$ cat config.mk
export PLATFORM = sky130hd
export DESIGN_NAME = redas_pe_flex
export DESIGN_NICKNAME = d
export VERILOG_FILES = /design/src/rtl/redas_pe_flex_pkg.sv /design/src/rtl/redas_pe_flex_mac.sv /design/src/rtl/redas_pe_flex.sv
export SDC_FILE = /design/constraint.sdc
export NUM_CORES = 1
export LEC_CHECK = 0
export BUFFER_PORTS_ARGS = -buffer_cell sky130_fd_sc_hd__buf_2
export CAP_MARGIN = 30
export CORE_ASPECT_RATIO = 1.5
export CORE_UTILIZATION = 45
export DETAILED_ROUTE_END_ITERATION = 6
export PLACE_DENSITY_LB_ADDON = 0.15
export SETUP_SLACK_MARGIN = 0.1
export SYNTH_ARGS = -nofsm -noshare
export SYNTH_HDL_FRONTEND = slang
export SYNTH_HIERARCHICAL = 1
export SYNTH_SLANG_ARGS = --single-unit
$ cat constraint.sdc
create_clock -name clk -period 16.8 [get_ports clk]
set_input_delay 1.68 -clock clk [delete_from_list [all_inputs] [get_ports clk]]
set_output_delay 1.68 -clock clk [all_outputs]
set_load 0.02 [all_outputs]
$ cat src/rtl/redas_pe_flex_pkg.sv
// Shared types and helpers for the ReDAS roundabout processing element.
// Mode encoding matches the original PE so existing configuration tables still apply.
package redas_pe_flex_pkg;

    typedef enum logic [1:0] {
        MODE_WEIGHT = 2'd0,
        MODE_OUTPUT = 2'd1,
        MODE_INPUT  = 2'd2
    } mode_e;

    typedef enum logic [1:0] {
        ST_IDLE  = 2'd0,
        ST_RUN   = 2'd1,
        ST_FLUSH = 2'd2
    } state_e;

    localparam int SAT_W = 64;

    // Adds two sign-extended w-bit values held in SAT_W bits; returns {overflow, result}.
    function automatic logic [SAT_W:0] sat_add(
        input logic signed [SAT_W-1:0] x,
        input logic signed [SAT_W-1:0] y,
        input int                      w,
        input logic                    sat
    );
        logic signed [SAT_W-1:0] s;
        logic signed [SAT_W-1:0] hi;
        logic signed [SAT_W-1:0] lo;
        logic signed [SAT_W-1:0] r;
        logic                    ovf;
        s   = x + y;
        hi  = (64'sd1 <<< (w - 1)) - 64'sd1;
        lo  = -(64'sd1 <<< (w - 1));
        ovf = (s > hi) || (s < lo);
        if (!ovf) begin
            r = s;
        end else if (sat) begin
            r = (s > hi) ? hi : lo;
        end else begin
            r = (s <<< (SAT_W - w)) >>> (SAT_W - w);
        end
        return {ovf, r};
    endfunction

endpackage

$ cat src/rtl/redas_pe_flex_mac.sv
// Combinational a*b + c with saturation or wrap; overflow is reported either way.
module redas_pe_flex_mac
    import redas_pe_flex_pkg::*;
#(
    parameter int DATA_WIDTH = 8,
    parameter int ACC_WIDTH  = 20,
    parameter int SATURATE   = 1
) (
    input  logic signed [DATA_WIDTH-1:0] a_i,
    input  logic signed [DATA_WIDTH-1:0] b_i,
    input  logic signed [ACC_WIDTH-1:0]  c_i,
    output logic signed [ACC_WIDTH-1:0]  y_o,
    output logic                         ovf_o
);

    logic signed [2*DATA_WIDTH-1:0] prod;
    logic signed [SAT_W-1:0]        prod_x;
    logic signed [SAT_W-1:0]        c_x;
    logic        [SAT_W:0]          res;
    logic                           unused_res_hi;

    always_comb begin
        prod   = a_i * b_i;
        prod_x = {{(SAT_W-2*DATA_WIDTH){prod[2*DATA_WIDTH-1]}}, prod};
        c_x    = {{(SAT_W-ACC_WIDTH){c_i[ACC_WIDTH-1]}}, c_i};
        res    = sat_add(prod_x, c_x, ACC_WIDTH, SATURATE != 0);
        y_o    = res[ACC_WIDTH-1:0];
        ovf_o  = res[SAT_W];
    end

    assign unused_res_hi = ^res[SAT_W-1:ACC_WIDTH];

endmodule

$ cat src/rtl/redas_pe_flex.sv
// Roundabout PE: runtime-configurable dataflow mode and flow direction, valid-tagged
// links, and a flush sequence that drains the output-stationary accumulator.
module redas_pe_flex
    import redas_pe_flex_pkg::*;
#(
    parameter int DATA_WIDTH = 8,
    parameter int ACC_WIDTH  = 20,
    parameter int SATURATE   = 1
) (
    input  logic                  clk,
    input  logic                  rst_n,
    input  logic [ACC_WIDTH-1:0]  in_west,
    input  logic [ACC_WIDTH-1:0]  in_east,
    input  logic [ACC_WIDTH-1:0]  in_north,
    input  logic [ACC_WIDTH-1:0]  in_south,
    input  logic                  in_west_valid,
    input  logic                  in_east_valid,
    input  logic                  in_north_valid,
    input  logic                  in_south_valid,
    output logic [ACC_WIDTH-1:0]  out_west,
    output logic [ACC_WIDTH-1:0]  out_east,
    output logic [ACC_WIDTH-1:0]  out_north,
    output logic [ACC_WIDTH-1:0]  out_south,
    output logic                  out_west_valid,
    output logic                  out_east_valid,
    output logic                  out_north_valid,
    output logic                  out_south_valid,
    input  logic                  cfg_valid,
    output logic                  cfg_ready,
    input  logic [1:0]            cfg_mode,
    input  logic                  cfg_h_dir,
    input  logic                  cfg_v_dir,
    input  logic                  stat_we,
    input  logic [DATA_WIDTH-1:0] stat_wdata,
    input  logic                  flush,
    output logic                  sat_flag,
    output logic                  err_misalign,
    output logic [1:0]            dbg_state_o
);

    if (ACC_WIDTH < 2*DATA_WIDTH || ACC_WIDTH >= SAT_W) begin : g_bad_width
        $error("redas_pe_flex: ACC_WIDTH must be >= 2*DATA_WIDTH and < %0d", SAT_W);
    end

    state_e                        state_q, state_d;
    mode_e                         mode_q, mode_d;
    logic                          h_dir_q, h_dir_d, v_dir_q, v_dir_d;
    logic signed [DATA_WIDTH-1:0]  stat_q, stat_d;
    logic signed [ACC_WIDTH-1:0]   acc_q, acc_d;
    logic [ACC_WIDTH-1:0]          h_data_q, h_data_d, v_data_q, v_data_d;
    logic                          h_vld_q, h_vld_d, v_vld_q, v_vld_d;
    logic                          sat_q, sat_d, mis_q, mis_d;

    logic [ACC_WIDTH-1:0]          h_src, v_src;
    logic                          h_src_vld, v_src_vld, fire, out_mode;
    logic signed [DATA_WIDTH-1:0]  mac_b;
    logic signed [ACC_WIDTH-1:0]   mac_c, mac_y;
    logic                          mac_ovf;

    assign h_src     = h_dir_q ? in_east : in_west;
    assign h_src_vld = h_dir_q ? in_east_valid : in_west_valid;
    assign v_src     = v_dir_q ? in_south : in_north;
    assign v_src_vld = v_dir_q ? in_south_valid : in_north_valid;
    assign fire      = (state_q == ST_RUN) && h_src_vld && v_src_vld;
    assign out_mode  = (mode_q == MODE_OUTPUT);

    // One MAC serves both paths: psum = V + a*stat, or acc = acc + a*b.
    assign mac_b = out_mode ? v_src[DATA_WIDTH-1:0] : stat_q;
    assign mac_c = out_mode ? acc_q : v_src;

    redas_pe_flex_mac #(
        .DATA_WIDTH (DATA_WIDTH),
        .ACC_WIDTH  (ACC_WIDTH),
        .SATURATE   (SATURATE)
    ) u_mac (
        .a_i   (h_src[DATA_WIDTH-1:0]),
        .b_i   (mac_b),
        .c_i   (mac_c),
        .y_o   (mac_y),
        .ovf_o (mac_ovf)
    );

    // Config handshake: a request is accepted on any edge where cfg_valid && cfg_ready.
    always_comb begin
        state_d  = state_q;
        mode_d   = mode_q;
        h_dir_d  = h_dir_q;
        v_dir_d  = v_dir_q;
        stat_d   = stat_q;
        acc_d    = acc_q;
        h_data_d = h_data_q;
        v_data_d = v_data_q;
        h_vld_d  = 1'b0;
        v_vld_d  = 1'b0;
        sat_d    = sat_q;
        mis_d    = mis_q;
        case (state_q)
            ST_IDLE: begin
                if (stat_we) stat_d = stat_wdata;
                if (cfg_valid) begin
                    mode_d  = (cfg_mode == 2'd3) ? MODE_WEIGHT : mode_e'(cfg_mode);
                    h_dir_d = cfg_h_dir;
                    v_dir_d = cfg_v_dir;
                    acc_d   = '0;
                    sat_d   = 1'b0;
                    mis_d   = 1'b0;
                    state_d = ST_RUN;
                end
            end
            ST_RUN: begin
                if (fire) begin
                    h_data_d = h_src;
                    h_vld_d  = 1'b1;
                    v_vld_d  = 1'b1;
                    if (out_mode) begin
                        v_data_d = v_src;
                        acc_d    = mac_y;
                    end else begin
                        v_data_d = mac_y;
                    end
                    if (mac_ovf) sat_d = 1'b1;
                end
                if (h_src_vld != v_src_vld) mis_d = 1'b1;
                if (flush) state_d = ST_FLUSH;
            end
            ST_FLUSH: begin
                if (out_mode) begin
                    v_data_d = acc_q;
                    v_vld_d  = 1'b1;
                    acc_d    = '0;
                end
                state_d = ST_IDLE;
            end
            default: state_d = ST_IDLE;
        endcase
    end

    always_ff @(posedge clk) begin
        if (!rst_n) begin
            state_q  <= ST_IDLE;
            mode_q   <= MODE_WEIGHT;
            h_dir_q  <= 1'b0;
            v_dir_q  <= 1'b0;
            stat_q   <= '0;
            acc_q    <= '0;
            h_data_q <= '0;
            v_data_q <= '0;
            h_vld_q  <= 1'b0;
            v_vld_q  <= 1'b0;
            sat_q    <= 1'b0;
            mis_q    <= 1'b0;
        end else begin
            state_q  <= state_d;
            mode_q   <= mode_d;
            h_dir_q  <= h_dir_d;
            v_dir_q  <= v_dir_d;
            stat_q   <= stat_d;
            acc_q    <= acc_d;
            h_data_q <= h_data_d;
            v_data_q <= v_data_d;
            h_vld_q  <= h_vld_d;
            v_vld_q  <= v_vld_d;
            sat_q    <= sat_d;
            mis_q    <= mis_d;
        end
    end

    assign out_east        = h_dir_q ? '0 : h_data_q;
    assign out_east_valid  = !h_dir_q && h_vld_q;
    assign out_west        = h_dir_q ? h_data_q : '0;
    assign out_west_valid  = h_dir_q && h_vld_q;
    assign out_south       = v_dir_q ? '0 : v_data_q;
    assign out_south_valid = !v_dir_q && v_vld_q;
    assign out_north       = v_dir_q ? v_data_q : '0;
    assign out_north_valid = v_dir_q && v_vld_q;

    assign cfg_ready    = (state_q == ST_IDLE);
    assign sat_flag     = sat_q;
    assign err_misalign = mis_q;
    assign dbg_state_o  = state_q;

endmodule

# Yosys cells after proc, flatten, opt, wreduce, memory -nomap -nowiden
# Index checks and enable logic that the tools add are counted.
word_totals:
  regBits: 78
  elab_cells: 84
  inputBits: 101
op_classes:
  reduce_logical: 22
  muxes: 34
  mul: 1
  n_lt_le_gt_ge: 2
  n_addsub: 1
  n_eq_ne: 12
op_table:
  columns: ["op", "count"]
  rows:
  - ["two-way mux 20 bit", 16]
  - ["one-hot mux 20 bit (3 select lines)", 1]
  - ["one-hot mux 20 bit (2 select lines)", 1]
  - ["adder 16 x 20 -> 21 bit", 1]
  - ["greater-than comparator 21 x 20 -> 1 bit, second input constant", 1]
  - ["< comparator 21 x 20 -> 1 bit, second input constant", 1]
  - ["multiplier 8 x 8 -> 16 bit", 1]
  - ["!= test 2 bit, second input constant", 6]
  - ["AND reduction 2 bit", 5]
  - ["two-way mux 1 bit", 8]
  - ["two-way mux 8 bit", 1]
  - ["logical AND 1 bit", 6]
  - ["two-way mux 2 bit", 3]
  - ["one-hot mux 1 bit (2 select lines)", 3]
  - ["AND reduction 3 bit", 2]
  - ["AND reduction 5 bit", 1]
  - ["equality test 2 x 1 -> 1 bit, second input constant", 2]
  - ["equality test 2 bit, second input constant", 2]
  - ["one-hot mux 2 bit (2 select lines)", 1]
  - ["AND reduction 4 bit", 1]
  - ["nonzero test 2 bit", 2]
  - ["nonzero test 3 bit", 1]
  - ["logical NOT 1 bit", 2]
  - ["logical NOT 2 bit", 1]
  - ["other kinds (3)", 3]

# Depth between registers and ports, before layout
# Gate-level depths: netlist of run 1.
logic_depth:
  word_depth: 10
  depth_mapped: 28
  ltp_nobuf: 24

# Hierarchy
# Netlist of run 1, hierarchy kept.
modules_own_cells:
  columns: ["mod", "n_inst", "seq_area_each_um2", "area_per_inst_um2", "cells_per_inst"]
  rows:
  - ["redas_pe_flex", 1, 1561.5, 4476.8, 552]
  - ["redas_pe_flex_mac", 1, 0.0, 3976.3, 412]

# Worst setup path before layout of run 1
# No wires, ideal clock.
synth_path:
  path_type: "input to register"
  start: "in in_south[0]"
  end: "reg v_data_q[15]"
  stages: 21
  path_slack_ns: 9.018
  setup_ns: 0.091
  arrival_ns: 7.691
  required_time_ns: 16.709
  cell_sequence: "mux2i_1 -> a21oi_1 -> and2_1 -> inv_1 -> fa_1 -> inv_1 -> fa_1 -> fa_1 -> fa_1 -> fa_1 -> ha_1 -> or3_1 -> a21oi_1 -> o31ai_1 -> a21oi_1 -> xnor2_1 -> buf_1 -> maj3_2 -> nor2_1 -> a211o_1 -> a311oi_1"
synth_via:
  elab_chain_len: 10
  elab_cells_between_ends: 13
  classes_between: "add/sub: 1; mul: 1; order compare: 2; mux: 8; reduce/logical: 1"
synth_lines:
  columns: ["element", "line_no", "source"]
  rows:
  - ["start: declaration", "redas_pe_flex.sv:15", "input logic [ACC_WIDTH-1:0] in_south,"]
  - ["two-way mux 20 bit (*)", "redas_pe_flex.sv:62", "assign v_src = v_dir_q ? in_south : in_north;"]
  - ["two-way mux 8 bit (*)", "redas_pe_flex.sv:68", "assign mac_b = out_mode ? v_src[DATA_WIDTH-1:0] : stat_q;"]
  - ["via mac_b[0]", "redas_pe_flex.sv:56", "logic signed [DATA_WIDTH-1:0] mac_b;"]
  - ["multiplier 8 x 8 -> 16 bit (*)", "redas_pe_flex_mac.sv:23", "prod = a_i * b_i;"]
  - ["adder 16 x 20 -> 21 bit (*)", "redas_pe_flex_pkg.sv:31", "s = x + y;"]
  - ["greater-than comparator 21 x 20 -> 1 bit or < comparator 21 x 20 -> 1 bit (tied branches)", "redas_pe_flex_pkg.sv:34, redas_pe_flex_pkg.sv:38", null]
  - ["two-way mux 20 bit or logical OR 1 bit (tied branches)", "redas_pe_flex_pkg.sv:38, redas_pe_flex_pkg.sv:34", null]
  - ["two-way mux 20 bit (*)", "redas_pe_flex_pkg.sv:35", "if (!ovf) begin"]
  - ["via mac_y[15]", "redas_pe_flex.sv:57", "logic signed [ACC_WIDTH-1:0] mac_c, mac_y;"]
  - ["two-way mux 20 bit (*)", "redas_pe_flex.sv:115", "if (out_mode) begin"]
  - ["two-way mux 20 bit (*)", "redas_pe_flex.sv:111", "if (fire) begin"]
  - ["one-hot mux 20 bit (2 select lines) (*)", "redas_pe_flex.sv:97", "case (state_q)"]
  - ["end signal: assignment", "redas_pe_flex.sv:160", "v_data_q <= v_data_d;"]
  - ["end: declaration", "redas_pe_flex.sv:50", "logic [ACC_WIDTH-1:0] h_data_q, h_data_d, v_data_q, v_data_d;"]
# Mark *: on every way through the listed nets, which the timed path passes. The rest lies on a longest branch. The select of a mux whose other input is x is not followed.
# A chain may end at the register's enable or synchronous reset.

# Worst setup path in the final report of run 1
layout_path:
  start: "in in_south[0]"
  end: "reg v_data_q[9]"
# Same word-level chain as after synthesis.

==> impl_metrics.py, run 1 <==
metrics = {
    "timing": {
        "finClkSkew_ps": 17.3,
        "period_needed_ps": 8260,
        "rsz0062_at_grt": "no",
        "fmax_mhz": 121,
        "hold_violations": 0,
        "setup-tns-final_ps": 0,
        "worst_slew_margin_rel_pct": 38.5,
        "setup_ws_ps": 8540,
        "maxSlewViolCount": 0,
        "final-setup-viol-count": 0,
        "tightestPinTransition_ps": 922,
        "finalCritPeriodShare_pct": 49.2,
    },
    "setup_path": {
        "cp_top_family": "adder cells",
        "path_max_fanout": 20,
        "critPathMaxStageDelay_ps": 800,
        "worstSetupStartpointType": "input pin",
        "cp.required_ps": 17040,
        "crit_buf_inv": 4,
        "cpMostUsedCell": "fa_1",
        "crit_chain": "buf_2, mux2i_1, a21oi_1, and2_1, inv_1, fa_1, inv_1, fa_1, fa_1, fa_1, fa_1, ha_1, or3_1, a21oi_1, o31ai_1, a21oi_1, xnor2_2, buf_4, maj3_2, nor2_1, a211o_1, a311oi_1",
        "path_class": "input pin to flip-flop",
        "worst_path_max_delay_cell": "and2_1",
        "worstPathArrival_ps": 8500,
        "critPathCaptureType": "flip-flop",
    },
    "clock_network": {
        "ctsHoldBuffers": 0,
        "clock_latency_ps": 350,
        "cts_setup_buffers": 0,
        "clock_path_buffers": 2,
        "clk_pin_slew_ps": 60,
        "cts_sinks": 78,
        "ctsResizeCount": 0,
        "htreeDepth": 3,
        "tritoncts": "done",
        "cts_buffers": 9,
        "root_buffer": "clkbuf_16",
    },
    "synthesis": {
        "avgSynthCellArea_sq_um": 8.77,
        "ys_ff_latch": 78,
        "synthCells": 964,
        "seq_area_frac_synth_pct": 18.5,
        "yosysWarnings": 6,
        "async_flop_share_pct": 0,
        "syn_area_sq_um": 8450,
        "syn-num-nets": 1209,
        "synth_cell_types": 55,
        "synth_edf_count": 0,
        "yosys_most_used_dff": "dfxtp_1",
    },
    "final_layout": {
        "layout-area-overhead-vs-synth_pct": 16.9,
        "layout_commonest_cell": "buf_2",
        "final_nets": 1360,
        "drive_above_1_share_pct": 22.8,
        "fillers": 1812,
        "mostFrequentLayoutCells": "buf_2, fa_1, inv_1, nor2_1",
        "diodes": 0,
    },
    "worst_hold_path": {
        "min_path_type": "flip-flop to flip-flop",
    },
    "route": {
        "vias": 7265,
        "wl_mm": 22.5,
        "drc": 0,
        "post_drt_wl_per_cell_um": 16.4,
        "via_per_inst": 5.30,
        "drtPass1Iterations": 5,
        "dr.first_iter.drc_count": 330,
        "drtAntennaViolNets": 0,
    },
    "pwr": {
        "powerDensity_nw_per_um2": 202,
        "p_total_mw": 1.99,
        "leakage_nw": 4.84,
        "vdd_drop_max_mv": 0.219,
    },
    "die": {
        "start_util_pct": 45.8,
        "die_w_um": 114,
        "row_count": 61,
        "coreArea_sq_um": 18500,
        "dieArea_sq_um": 19300,
        "die_h_um": 170,
        "io_pins": 190,
    },
    "job": {
        "drv_cap": 0,
    },
    "global_routing": {
        "grt_use_total_pct": 23.7,
        "antenna_found_initial": 0,
        "grt_overflow_total": 0,
        "grt_pass1_wl_mm": 35.5,
        "first_global_vias": 6943,
        "grt_max_degree": 65,
    },
    "place": {
        "dpl_worst_slack_ps": 8220,
        "dpl.hpwl_mm": 17.5,
        "io_buffers": 189,
        "gp_congestion": 0.830,
    },
    "status": {
        "status": "finished clean",
    },
}
## sequential cells by signal, indices dropped and copies added, names as in the netlist
register      cells
h_vld_q           1
sat_flag          1
h_data_q         20
h_dir_q           1
v_data_q         20
err_misalign      1
stat_q            8
acc_q            20
v_vld_q           1
v_dir_q           1
mode_q            2
dbg_state_o       2
## logic make-up after synthesis
logic type,after synthesis,synth area share [%]
adders and majority gates,163,32.0
xor gates and xnor gates,21,2.18
muxes,50,6.13
buffers and inverters,152,7.39
and+or+nand+nor,308,18.2
DFF,78,18.5
AOI/OAI and AO/OA,192,15.6
## metrics by stage
stage	cell area (sq um)	hold slack (ps)	utilization, %	std cells
after floorplan	8450	437	-	964
after global placement	9550	445	51.7	1354
after detailed placement	9570	451	51.8	1355
after CTS	9870	458	53.4	1371
after global routing	9880	475	53.5	1372
final	9880	457	53.5	1372
## layer usage
layer  vias up  GRT usage (%)  routed length [um]  share of wire [%]
met1      3481           26.9                8740                 39
li1       3535              -                   -                  -
met5         -              0                   0                  0
met4         0           10.4                 823                3.7
met3        45           2.96                 906                4.0
met2       204           43.9               12000                 53
## worst paths after layout
path / slack, ps / to / depth (start not counted) / from
worst max-delay path: 8540 / v_data_q[9]$_SDFFE_PN0P_ / 22 / in_south[0]
worst min-delay path: 460 / stat_q[2]$_SDFFE_PN0P_ / 2 / stat_q[2]$_SDFFE_PN0P_
worst max register to register: 8940 / v_data_q[9]$_SDFFE_PN0P_ / 22 / v_dir_q$_SDFFE_PN0P_
worst min register to register: 460 / stat_q[2]$_SDFFE_PN0P_ / 2 / stat_q[2]$_SDFFE_PN0P_
## cell usage after synthesis, drive strengths merged (2+ instances only)
master | count | share of area [%]
fa | 92 | 22
inv | 90 | 4.0
nor2 | 88 | 3.9
dfxtp | 78 | 18
a21oi | 77 | 4.6
and2 | 77 | 5.7
nand2 | 68 | 3.0
ha | 52 | 7.7
nor2b | 44 | 3.3
mux2i | 42 | 5.1
clkbuf | 36 | 1.6
buf | 25 | 1.7
a311oi | 22 | 2.3
a211o | 21 | 2.2
a22o | 20 | 2.1
maj3 | 19 | 2.5
a211oi | 15 | 1.3
xnor2 | 12 | 1.2
nand3 | 11 | 0.65
o21ai | 10 | 0.64
xor2 | 9 | 0.93
mux2 | 8 | 1.1
nand2b | 6 | 0.44
a21o | 5 | 0.44
o21a | 4 | 0.36
nor3 | 3 | 0.31
nor3b | 3 | 0.27
o211ai | 3 | 0.27
a2111o | 2 | 0.27
a31oi | 2 | 0.15
and3 | 2 | 0.15
and4 | 2 | 0.21
o21bai | 2 | 0.18
or3 | 2 | 0.15
## tightest hold or removal path, stage by stage, from the launching register on
cell     delay [ps]
dfxtp_1         310
nand2_1          50
a21oi_1          50
## report_power, final
part	leakage [nW]	total, mW	internal (mW)	switching (mW)
registers	0.636	0.223	0.206	0.0168
clock network	0.143	0.201	0.116	0.0851
logic	4.06	1.57	0.716	0.852
total	4.84	1.99	1.04	0.954
## final cells by class
class | count | area, sq um | share of cell area [%]
sequential | 78 | 1560 | 15.8
timing repair buffer | 201 | 1060 | 10.7
tap | 252 | 315 | 3.19
multi-input combinational | 734 | 6310 | 63.8
clock inverter | 6 | 68.8 | 0.696
clock buffer | 10 | 229 | 2.32
inverter | 91 | 342 | 3.46
No activity file was read; power rests on OpenSTA's default activity.
==> run 2, diff against run 1 <==
clock period = 7.42 ns   (was 16.8 ns; I/O delays follow)
==> run 2 against run 1 <==
Effect of this change:
- utilization is 0.77 points higher
- routed wire length is 0.40% lower
- power is 130% higher
- highest routed layer unchanged
==> impl_metrics.py, run 2 (same netlist as run 1, synthesis figures left out) <==
metrics = {
    "timing": {
        "hold_violations": 0,
        "tightestPinTransition_ps": 891,
        "setup-tns-final_ps": 0,
        "worst_slew_margin_rel_pct": 40.6,
        "fmax_mhz": 145,
        "rsz0062_at_grt": "no",
        "maxSlewViolCount": 0,
        "finClkSkew_ps": 14.7,
        "finalCritPeriodShare_pct": 92.7,
        "final-setup-viol-count": 0,
        "period_needed_ps": 6880,
    },
    "clock_network": {
        "ctsResizeCount": 0,
        "cts_sinks": 78,
        "clk_pin_slew_ps": 60,
        "cts_setup_buffers": 0,
        "tritoncts": "done",
        "clock_path_buffers": 2,
        "ctsHoldBuffers": 0,
        "htreeDepth": 3,
        "cts_buffers": 9,
        "root_buffer": "clkbuf_16",
        "clock_latency_ps": 350,
    },
    "setup_path": {
        "crit_chain": "buf_4, mux2i_1, buf_4, a21oi_1, clkinv_1, buf_4, fa_1, inv_1, fa_1, fa_1, fa_1, fa_1, ha_1, or3_1, a21oi_1, o31ai_1, a21oi_1, xnor2_2, buf_12, maj3_2, nor2_1, a211o_1, a311oi_1",
        "r2r_slack_ps": 540,
        "ff2ff_path_depth": 23,
        "path_max_fanout": 20,
        "critPathCaptureType": "flip-flop",
        "worst_path_max_delay_cell": "fa_1",
        "path_class": "flip-flop to flip-flop",
        "worstSetupStartpointType": "flip-flop",
        "critPathMaxStageDelay_ps": 570,
        "worstPathArrival_ps": 7120,
        "crit_end": "v_data_q[1]$_SDFFE_PN0P_",
        "cp-startpoint": "v_dir_q$_SDFFE_PN0P_",
        "cpMostUsedCell": "fa_1",
        "worst_r2r_endpoint": "v_data_q[1]$_SDFFE_PN0P_",
        "r2r_start": "v_dir_q$_SDFFE_PN0P_",
        "cp.required_ps": 7660,
    },
    "route": {
        "post_drt_wl_per_cell_um": 16.1,
        "drtPass1Iterations": 5,
        "wl_mm": 22.4,
        "dr_wl_met2_mm": 11.9,
        "vias": 7289,
        "top_layer": "met4",
        "dr.first_iter.drc_count": 404,
        "met3_length_mm": 1.05,
        "drtAntennaViolNets": 0,
        "drc": 0,
        "via_per_inst": 5.24,
        "wl_met1_mm": 8.77,
    },
    "die": {
        "dieArea_sq_um": 19300,
        "start_util_pct": 45.8,
        "row_count": 61,
        "die_w_um": 114,
        "die_h_um": 170,
        "io_pins": 190,
        "coreArea_sq_um": 18500,
    },
    "final_layout": {
        "diodes": 0,
        "mostFrequentLayoutCells": "buf_2, fa_1, inv_1, nor2_1",
        "top_regs": "acc_q x20, h_data_q x20, v_data_q x20",
        "layout_commonest_cell": "buf_2",
        "final_nets": 1379,
        "finalInstanceArea_sq_um": 10000,
        "drive_above_1_share_pct": 24.1,
        "layout-area-overhead-vs-synth_pct": 18.6,
    },
    "pwr": {
        "vdd_drop_max_mv": 0.923,
        "leakage_nw": 4.94,
        "p_comb_share_pct": 80.2,
        "p_clk_share_pct": 8.9,
        "netSwitchingFraction_pct": 47.1,
        "p_int_mw": 2.46,
        "powerDensity_nw_per_um2": 465,
        "p_switching_mw": 2.20,
        "p_seq_share_pct": 10.9,
        "p_total_mw": 4.66,
    },
    "place": {
        "post_dp_cell_area_sq_um": 9740,
        "io_buffers": 189,
        "gp_congestion": 0.871,
        "dpl.hpwl_mm": 17.9,
    },
    "status": {
        "status": "finished clean",
    },
    "global_routing": {
        "grt_pass1_wl_mm": 35.4,
        "grt_max_degree": 57,
        "grt_overflow_total": 0,
        "first_global_vias": 6899,
        "antenna_found_initial": 0,
        "grt_use_total_pct": 23.7,
    },
    "worst_hold_path": {
        "min_path_type": "flip-flop to flip-flop",
    },
    "job": {
        "drv_cap": 0,
    },
}
-- run 2: changes by cell type in the layout (fill, tap and decap cells not counted), sizes merged --
| cell | before | now |
|---|---|---|
| clkbuf | 10 | 9 |
| clkinvlp | 1 | 2 |
| buf | 201 | 220 |
| bufinv | 1 | 0 |
-- run 2: routing by layer --
metal	global-route usage (%)	vias to the layer above
met3	2.74	33
met2	44.5	219
li1	-	3575
met4	9.43	0
met5	0	-
met1	26.9	3462
-- run 2: worst max-delay path: cells and delay by family (launching register included) --
family	cells	cell delay, ps
buffers and inverters	6	1110
DFF	1	540
adders and majority gates	7	3030
xor gates and xnor gates	1	160
and+or+nand+nor	2	400
muxes	1	100
AOI/OAI and AO/OA	6	1430
-- run 2: worst min path at each step --
stage | from | endpoint | slack (ps) | cells after the start
5_1_grt | stat_q[2]$_SDFFE_PN0P_ | stat_q[2]$_SDFFE_PN0P_ | 480 | 2
2_1_floorplan | stat_q[0]$_SDFFE_PN0P_ | stat_q[0]$_SDFFE_PN0P_ | 440 | 2
3_5_place_dp | stat_q[4]$_SDFFE_PN0P_ | stat_q[4]$_SDFFE_PN0P_ | 450 | 2
4_1_cts | stat_q[1]$_SDFFE_PN0P_ | stat_q[1]$_SDFFE_PN0P_ | 460 | 2
6_report | stat_q[1]$_SDFFE_PN0P_ | stat_q[1]$_SDFFE_PN0P_ | 460 | 2
3_3_place_gp | stat_q[3]$_SDFFE_PN0P_ | stat_q[3]$_SDFFE_PN0P_ | 450 | 2
-- run 2: layout make-up --
class / count / area (sq um)
Inverter: 91 / 342
Clock inverter: 6 / 46.3
Clock buffer: 9 / 225
Tap cell: 252 / 315
Timing Repair Buffer: 220 / 1220
Fill cell: 1824 / 8450
Sequential cell: 78 / 1560
Multi-Input combinational cell: 734 / 6310
-- run 2: per-stage QoR --
| stage | std cells | hold slack, ps | setup slack (ps) | util (%) |
|---|---|---|---|---|
| 2_1_floorplan | 964 | 437 | 482 | - |
| 3_3_place_gp | 1374 | 445 | 602 | 52.7 |
| 3_5_place_dp | 1374 | 447 | 521 | 52.7 |
| 4_1_cts | 1389 | 460 | 519 | 54.2 |
| 5_1_grt | 1390 | 476 | 171 | 54.3 |
| 6_report | 1390 | 457 | 544 | 54.3 |
-- run 2: power by group through the flow --
stage                     clock network (mW)  registers (mW)  logic (mW)
final                                  0.414           0.507        3.74
after global routing                   0.445           0.515        4.11
after CTS                              0.425           0.509        3.75
after detailed placement                   0           0.518        3.73
after global placement                     0           0.517        3.67
after floorplan                            0           0.499        2.84
==> run 3, diff against run 2 <==
PLACE_DENSITY = 0.69   (was default)
PLACE_DENSITY_LB_ADDON = default   (was 0.15)
==> run 3 against run 2 <==
Effect of this change:
- largest cell class unchanged
- clock power up 19%
- via count grew 1.2%
- first-iteration DRC count up 17%
- critical endpoint is now v_data_q[11]$_SDFFE_PN0P_
- sequential power is 0.8% higher
- final cell count fell by 0.43%
- critical path type unchanged
==> impl_metrics.py, run 3 (same netlist as run 1, synthesis figures left out) <==
metrics = {
    "timing": {
        "worst_slew_margin_rel_pct": 32.3,
        "fmax_mhz": 146,
        "tightestPinTransition_ps": 1020,
        "finalCritPeriodShare_pct": 92.1,
        "finClkSkew_ps": 13.1,
        "rsz0062_at_grt": "no",
        "final-setup-viol-count": 0,
        "setup-tns-final_ps": 0,
        "period_needed_ps": 6840,
        "hold_violations": 0,
        "fin_hold_ws_ps": 465,
        "maxSlewViolCount": 0,
    },
    "place": {
        "gp_congestion": 0.870,
        "dpl.hpwl_mm": 17.4,
        "post_dp_cell_area_sq_um": 9680,
        "io_buffers": 189,
    },
    "pwr": {
        "vdd_drop_max_mv": 0.383,
        "leakage_nw": 4.91,
        "p_total_mw": 4.67,
        "powerDensity_nw_per_um2": 467,
    },
    "final_layout": {
        "layout-area-overhead-vs-synth_pct": 18.3,
        "seqCellArea_sq_um": 1560,
        "fillers": 1768,
        "mostFrequentLayoutCells": "buf_2, fa_1, inv_1, nor2_1",
        "multiInputGateArea_sq_um": 6310,
        "top_regs": "acc_q x20, h_data_q x20, v_data_q x20",
        "final_nets": 1372,
        "drive_above_1_share_pct": 23.5,
        "diodes": 0,
        "layout_commonest_cell": "buf_2",
        "finalInstanceArea_sq_um": 10000,
    },
    "clock_network": {
        "cts_sinks": 78,
        "tritoncts": "done",
        "ctsResizeCount": 0,
        "ctsHoldBuffers": 0,
        "htreeDepth": 3,
        "root_buffer": "clkbuf_16",
        "cts_buffers": 9,
        "cts_setup_buffers": 0,
        "clock_path_buffers": 2,
        "clock_latency_ps": 350,
        "clk_pin_slew_ps": 60,
    },
    "route": {
        "wl_mm": 22.4,
        "drc": 0,
        "post_drt_wl_per_cell_um": 16.1,
        "drtPass1Iterations": 5,
        "via_per_inst": 5.33,
        "drtAntennaViolNets": 0,
        "dr.first_iter.drc_count": 474,
        "vias": 7376,
    },
    "setup_path": {
        "path_class": "flip-flop to flip-flop",
        "critPathCaptureType": "flip-flop",
        "cpMostUsedCell": "fa_1",
        "cp_top_family": "adder cells",
        "path_max_fanout": 56,
        "crit_chain": "buf_4, mux2i_1, a21oi_1, fa_1, inv_1, fa_1, inv_1, fa_1, fa_1, ha_1, ha_1, nand2_1, or3_1, a2111o_1, o21ai_2, xnor2_2, buf_12, maj3_2, nor2_1, a211o_1, a311oi_1",
        "worstSetupStartpointType": "flip-flop",
        "critPathMaxStageDelay_ps": 590,
        "worst_path_max_delay_cell": "fa_1",
        "worstPathArrival_ps": 7080,
        "cp.required_ps": 7660,
        "crit_buf_inv": 4,
    },
    "die": {
        "row_count": 61,
        "start_util_pct": 45.8,
        "io_pins": 190,
        "die_h_um": 170,
        "coreArea_sq_um": 18500,
        "dieArea_sq_um": 19300,
        "die_w_um": 114,
    },
    "global_routing": {
        "grt_pass1_wl_mm": 35.5,
        "first_global_vias": 7131,
        "grt_max_degree": 57,
        "grt_overflow_total": 0,
        "grt_use_total_pct": 23.5,
        "antenna_found_initial": 0,
    },
    "worst_hold_path": {
        "min_path_type": "flip-flop to flip-flop",
    },
    "status": {
        "status": "finished clean",
    },
    "job": {
        "drv_cap": 0,
    },
}
-- run 3: metrics by stage --
stage,cells,util (%),setup WS (ps)
finish,1384,54.2,584
detailed placement,1368,52.4,434
CTS,1384,54.2,547
floorplan,964,-,482
global placement,1368,52.4,534
global route,1384,54.2,246
-- run 3: area by class of cell --
type	instances	share of cell area [%]
timing repair buffer	213	11.5
tap	252	3.15
multi-input combinational	734	63.1
inverter	91	3.41
clock buffer	10	2.29
clock inverter	6	0.951
sequential	78	15.6
-- run 3: path summary, 6_finish.rpt --
kind,from,endpoint,slack (ps),cells after the start
max reg2reg,v_dir_q$_SDFFE_PN0P_,v_data_q[11]$_SDFFE_PN0P_,580,21
max,v_dir_q$_SDFFE_PN0P_,v_data_q[11]$_SDFFE_PN0P_,580,21
min reg2reg,stat_q[3]$_SDFFE_PN0P_,stat_q[3]$_SDFFE_PN0P_,470,2
min,stat_q[3]$_SDFFE_PN0P_,stat_q[3]$_SDFFE_PN0P_,470,2
-- run 3: worst min-delay path, stage by stage, from the launching register on --
cell and delay, ps:
dfxtp_1 310, nand2_1 50, a21oi_1 50
-- run 3: report_power, final --
part / internal [mW] / total (mW) / switching (mW)
clock: 0.298 / 0.492 / 0.194
combinational: 1.73 / 3.67 / 1.95
sequential: 0.467 / 0.511 / 0.0432
total: 2.49 / 4.67 / 2.18
-- run 3: per-layer routing --
metal / vias to the layer above / wire length (um) / GRT usage, %
met5: - / 0 / 0
met3: 51 / 910 / 2.53
met4: 0 / 922 / 11.6
met2: 218 / 12100 / 44.6
met1: 3546 / 8440 / 25.4
li1: 3561 / - / -
